File: src/rtl/iw_writeback_regfile.sv
// Writeback stage: selects result and destination, commits into a 32x32 register file,
// and keeps a per-register pending-write scoreboard for decode issue control.
module iw_writeback_regfile #(
  parameter int unsigned DATA_W = 32,
  parameter int unsigned NREGS  = 32,
  parameter int unsigned PEND_W = 2
) (
  input  logic              clk,
  input  logic              rst_n,
  input  logic [DATA_W-1:0] wb_pc,
  input  logic [DATA_W-1:0] wb_O,
  input  logic [DATA_W-1:0] wb_D,
  input  logic              wb_res_data_sel,
  input  logic              wb_write_to_reg,
  input  logic              wb_dest_reg_sel,
  input  logic [4:0]        wb_rt,
  input  logic [4:0]        wb_rd,
  input  logic [4:0]        rs_addr,
  input  logic [4:0]        rt_addr,
  output logic [DATA_W-1:0] rs_data,
  output logic [DATA_W-1:0] rt_data,
  output logic              rs_busy,
  output logic              rt_busy,
  input  logic              issue_valid,
  input  logic [4:0]        issue_dest,
  output logic              issue_ready,
  output logic [4:0]        wb_dest,
  output logic [31:0]       retire_count,
  output logic [DATA_W-1:0] last_wb_pc,
  output logic              sb_underflow
);

  localparam logic [PEND_W-1:0] PendMax = '1;
  localparam logic [PEND_W-1:0] PendOne = PEND_W'(1);

  logic [DATA_W-1:0] regs_q [NREGS];
  logic [PEND_W-1:0] pend_q [NREGS];
  logic [PEND_W-1:0] pend_d [NREGS];
  logic [31:0]       retire_q;
  logic [DATA_W-1:0] last_pc_q;
  logic              underflow_q, underflow_d;

  logic [4:0]        dest;
  logic [DATA_W-1:0] wdata;
  logic              commit;
  logic              inc;

  assign dest   = wb_dest_reg_sel ? wb_rd : wb_rt;
  assign wdata  = wb_res_data_sel ? wb_D : wb_O;
  assign commit = wb_write_to_reg && (dest != 5'd0);

  // A commit to the issuing register frees a slot in the same cycle.
  assign issue_ready = !((pend_q[issue_dest] == PendMax) && !(commit && (dest == issue_dest)));
  assign inc         = issue_valid && issue_ready && (issue_dest != 5'd0);

  assign rs_data = (rs_addr == 5'd0) ? '0 :
                   (commit && (dest == rs_addr)) ? wdata : regs_q[rs_addr];
  assign rt_data = (rt_addr == 5'd0) ? '0 :
                   (commit && (dest == rt_addr)) ? wdata : regs_q[rt_addr];

  assign rs_busy = (rs_addr != 5'd0) && (pend_q[rs_addr] != '0) &&
                   !((pend_q[rs_addr] == PendOne) && commit && (dest == rs_addr));
  assign rt_busy = (rt_addr != 5'd0) && (pend_q[rt_addr] != '0) &&
                   !((pend_q[rt_addr] == PendOne) && commit && (dest == rt_addr));

  assign wb_dest      = dest;
  assign retire_count = retire_q;
  assign last_wb_pc   = last_pc_q;
  assign sb_underflow = underflow_q;

  always_comb begin
    pend_d      = pend_q;
    underflow_d = underflow_q;
    if (commit && (pend_q[dest] == '0)) begin
      underflow_d = 1'b1;
    end
    for (int i = 1; i < NREGS; i++) begin
      if (commit && (dest == 5'(i))) begin
        // Underflowing commit leaves the count at 0, so a same-cycle issue lands at 1.
        if (pend_q[i] == '0) begin
          pend_d[i] = (inc && (issue_dest == 5'(i))) ? PendOne : '0;
        end else if (!(inc && (issue_dest == 5'(i)))) begin
          pend_d[i] = pend_q[i] - PendOne;
        end
      end else if (inc && (issue_dest == 5'(i))) begin
        pend_d[i] = pend_q[i] + PendOne;
      end
    end
  end

  always_ff @(posedge clk or negedge rst_n) begin
    if (!rst_n) begin
      for (int i = 0; i < NREGS; i++) begin
        regs_q[i] <= '0;
        pend_q[i] <= '0;
      end
      retire_q    <= '0;
      last_pc_q   <= '0;
      underflow_q <= 1'b0;
    end else begin
      if (commit) begin
        regs_q[dest] <= wdata;
        retire_q     <= retire_q + 32'd1;
        last_pc_q    <= wb_pc;
      end
      for (int i = 0; i < NREGS; i++) begin
        pend_q[i] <= pend_d[i];
      end
      underflow_q <= underflow_d;
    end
  end

endmodule

File: config.mk
export PLATFORM = sky130hd
export DESIGN_NAME = iw_writeback_regfile
export DESIGN_NICKNAME = d
export VERILOG_FILES = /design/src/rtl/iw_writeback_regfile.sv
export SDC_FILE = /design/constraint.sdc
export NUM_CORES = 2
export LEC_CHECK = 0
export BUFFER_PORTS_ARGS = -buffer_cell sky130_fd_sc_hd__clkbuf_2
export CAP_MARGIN = 20
export CORE_MARGIN = 3
export CORE_UTILIZATION = 35
export DETAILED_ROUTE_END_ITERATION = 10
export REMOVE_ABC_BUFFERS = 1
export SKIP_LAST_GASP = 1
export SLEW_MARGIN = 30
export SYNTH_ARGS = -nofsm -noshare
export SYNTH_HDL_FRONTEND = slang
export SYNTH_SLANG_ARGS = --single-unit
File: constraint.sdc
create_clock -name clk -period 2.85 [get_ports clk]
set_clock_uncertainty 0.05 [all_clocks]
set_input_delay 0.285 -clock clk [delete_from_list [all_inputs] [get_ports clk]]
set_output_delay 0.285 -clock clk [all_outputs]
set_load 0.01 [all_outputs]
==> reports/qor_table.md <==
| Quantity | This run | Unit |
|---|---|---|
| Run status | complete, but fails checks | - |
| Violations in the final reports | negative setup slack | - |
| Total Routing Usage GR | 0.2466 | - |
| Endpoint kind of the worst setup timing path | output port | - |
| Reg power frac | 0.422 | - |
| Proportion of netlist area held by the largest area contributor | 0.4546 | - |
| TritonCTS clock tree | yes | - |
| Fraction of layout instances using a drive strength above 1 | 0.2621 | - |
| Leakage power | 0.03491 | uW |
| Mean area per synthesized cell | 9.968 | um^2 |
| Synth Flop Type | dfrtp_1 | - |
| Overall die height | 431.5 | um |
| Switching power summed over all nets | 19030 | uW |
| Number of max-slew violations in the final report | 0 | - |
| Clk root buf | clkbuf_16 | - |
| Final Hold Slack | 0.06155 | ns |
| Main area contributors after synthesis | dfrtp_1 45%, mux4_2 10%, mux2i_1 9.3% | - |
| Hold path start | wb_D[1] | - |
| Setup repair after global routing missed its margin | yes | - |
| Number of warnings issued by yosys | 0 | - |
| Largest fanout on the critical path | 2 | - |
| Core Area | 0.1792 | mm^2 |
| Worst-Skew Late Latency | 0.80 | ns |
| Post-Syn Instances | 6356 | - |
| Half-perimeter wire length after detailed placement | 147800 | um |
| Worst slew margin | 0.3607 | - |
| Ratio of total power to cell area | 731.0 | mW/mm^2 |
| Sum of overflow across all layers after global routing | 0 | - |
| Hold Fails Final Rpt | 0 | - |
| Maximum number of pins on one net before global-route repair | 78 | - |
| Number of enable flip-flop cells after synthesis | 0 | - |
| Leading cell types by count after synthesis | 1151 x dfrtp_1, 1018 x nand2_1, 956 x o21ai_0 | - |
| Wirelength, routed | 233800 | um |
| FF-to-FF Start | pend_q[45] | - |
| Residual DRC | 0 | - |
| Placed instance count | 8887 | - |
| Routability cong. | 0.9229 | - |
| Clock share of power | 0.303 | - |
| Clk pin slew, worst setup/hold paths | 0.07 | ns |
| Count of nets left with antenna violations after detail routing | 0 | - |
| Vias per cell | 5.844 | - |
| Most repeated cell in the gate-level netlist after synthesis | dfrtp_1 | - |
| Die extent in x | 431.5 | um |
| Crit path max-delay cell type | or4_4 | - |
| Design internal power | 38670 | uW |
| Number of buffers on the longest clock path | 3 | - |
| Post-synthesis register bit count | 1151 | - |
| Wire length of the first global-routing pass | 347700 | um |
| TritonCTS Sinks | 1151 | - |
| Logic pwr share | 0.275 | - |
| Via count | 54.00k | - |
| Number of antenna violations at the first check in global routing | 6 | - |
| Std-Cell Rows | 155 | - |
| Period Utilization, post-route | 1.137 | - |
| Floorplan die area | 0.1862 | mm^2 |
| Fmax | 0.3087 | GHz |
| Setup slack of the critical path after layout | -0.3896 | ns |
| Number of top-level pins | 264 | - |
| Critical path class | reg -> out | - |
| Number of setup violations in the final report | 41 | - |
| Area growth from synthesis to layout | 24.59 | % |
| Worst-path cell chain | mux4_2 > and3_4 > or4_4 > o22ai_4 > buf_6 > a21oi_2 > o21ai_2 > buf_2 | - |
| Number of nets in the layout | 6970 | - |
| Hold WC Path Type | in -> reg | - |
| Overall Power | 57700 | uW |
| Library cells used by synthesis | 65 | - |
| Initial core utilization | 0.3536 | - |
| Post-synthesis async set-or-reset flop share | 1.000 | - |
| Number of violations of the max-capacitance limit | 0 | - |
| Portion of the post-synthesis area used by sequential elements | 0.4546 | - |
| H-tree lvl count | 4 | - |
| Port Buffers | 263 | - |
| Delay of the slowest cell on the worst path | 0.50 | ns |
| Netlist area before placement | 0.06336 | mm^2 |
| Violation count after the first detailed-routing iteration | 4857 | - |
| 1st-pass router iterations | 6 | - |
| Post-synthesis cell type with the largest combined area | dfrtp_1 | - |
| Least-Margin Pin Slew | 0.9590 | ns |
| Critical path launch point | pend_q[45] | - |
| Vias in the first global route | 54.15k | - |
| Worst Path Arrival | 2.90 | ns |
| Clock buffers created by TritonCTS | 135 | - |
| CP Data Required Time | 2.52 | ns |
| Worst ir drop on vdd | 0.6396 | mV |
| Nature of the critical path startpoint | flip-flop | - |
| Final cell count without fillers | 9239 | - |
| Switching power as a share of total power | 0.3298 | - |
| Post-DR wirelength/cell | 25.31 | um |
| Post-layout min period | 3.240 | ns |
## cells in the final DEF, fill, tap and decap left out, drive strengths merged, types with 13 or more instances in the layout
cell type,netlist,routed
o21ai,959,959
xnor2,48,48
dlygate4sd3,0,62
mux2i,586,586
inv,74,81
o311a,17,17
a21oi,235,235
nand4,19,19
nand3,63,63
clkinv,2,26
o211ai,135,135
nor4,13,13
o311ai,15,15
a221oi,257,257
ha,63,63
a22oi,129,129
nor2,355,355
nor3,61,61
or2,70,70
nand2,1019,1019
buf,113,643
xor2,29,29
clkbuf,537,424
dfrtp,1151,1151
mux4,294,294
## kinds of logic (layout without fill, tap and decap cells)
group                      count (synthesis)  in the layout  synth area share
buffers and inverters                    726           1249           0.04333
adders and majority gates                 63             63           0.01244
other                                      0              5                 0
AOI/OAI and AO/OA                       1795           1795            0.1732
xor gates and xnor gates                  77             77           0.01064
muxes                                    883            883            0.1976
DFF                                     1151           1151            0.4546
and+or+nand+nor                         1661           1661            0.1081
## worst max-delay path, delay by kind of cell (launching register included)
kind | cells | cell delay [ns]
mux | 1 | 0.45
flops | 1 | 0.39
buf+inv | 2 | 0.31
simple gates | 2 | 0.69
compound gates | 3 | 0.27
## per-layer routing
layer | GRT usage | up-vias | wire length, um
met3 | 0.04660 | 610 | 18090
met4 | 0.1139 | 0 | 11560
li1 | - | 24010 | -
met1 | 0.3276 | 27090 | 97180
met5 | 0 | - | 0
met2 | 0.3907 | 2295 | 107000
## area by class of cell
type,instances,area [um^2]
repair buffers,937,8735
inverters,76,295.3
clock inverters,43,455.4
well taps,2355,2947
multi-input cells,4479,33680
clock buffers,193,3983
flip-flops and latches,1151,28830
fillers,16740,100300
diodes,5,12.51
## state kept, by name, indices dropped and copies added, names as in the netlist
| name | cells |
|---|---|
| regs_q | 1024 |
| pend_q | 62 |
| retire_count | 32 |
| sb_underflow | 1 |
| last_wb_pc | 32 |
## per-stage QoR
| stage | utilization | cell area [um^2] | setup TNS, ns | setup WS [ns] |
|---|---|---|---|---|
| after floorplan | - | 60900 | -936.84 | -4.441 |
| after CTS | 0.4354 | 78030 | -7.689 | -0.4438 |
| after global placement | 0.4003 | 71740 | -9.360 | -0.3179 |
| after detailed placement | 0.4004 | 71740 | -8.062 | -0.2874 |
| final | 0.4405 | 78940 | -5.801 | -0.3896 |
| after global routing | 0.4404 | 78920 | -12.46 | -0.5011 |
## timing repair
item                                    CTS  global route
pin swaps                               224           147
gates resized for setup                 236           150
hold endpoints to repair                390             0
gates cloned                              1             3
hold buffers                             62             0
setup buffers                            51            28
endpoints found under the setup margin   75            87
## power groups by stage
stage / Clock, uW / Sequential (uW) / Combinational, uW
final: 17500 / 24300 / 15900
after global routing: 18500 / 24800 / 17600
after CTS: 17800 / 24100 / 15500
after detailed placement: 0 / 24400 / 14600
after global placement: 0 / 24100 / 14200
after floorplan: 0 / 23400 / 9430
## worst paths after layout
check                         endpoint  slack (ns)  depth (start not counted)
setup / recovery           issue_ready       -0.39                          8
hold / removal             regs_q[417]        0.06                          4
setup reg to reg            pend_q[51]       -0.35                         10
hold reg to reg            regs_q[992]        0.35                          0
max in group asynchronous  regs_q[372]        1.51                          3
min in group asynchronous  regs_q[847]        0.08                          2
Power figures use the tool's default switching activity.
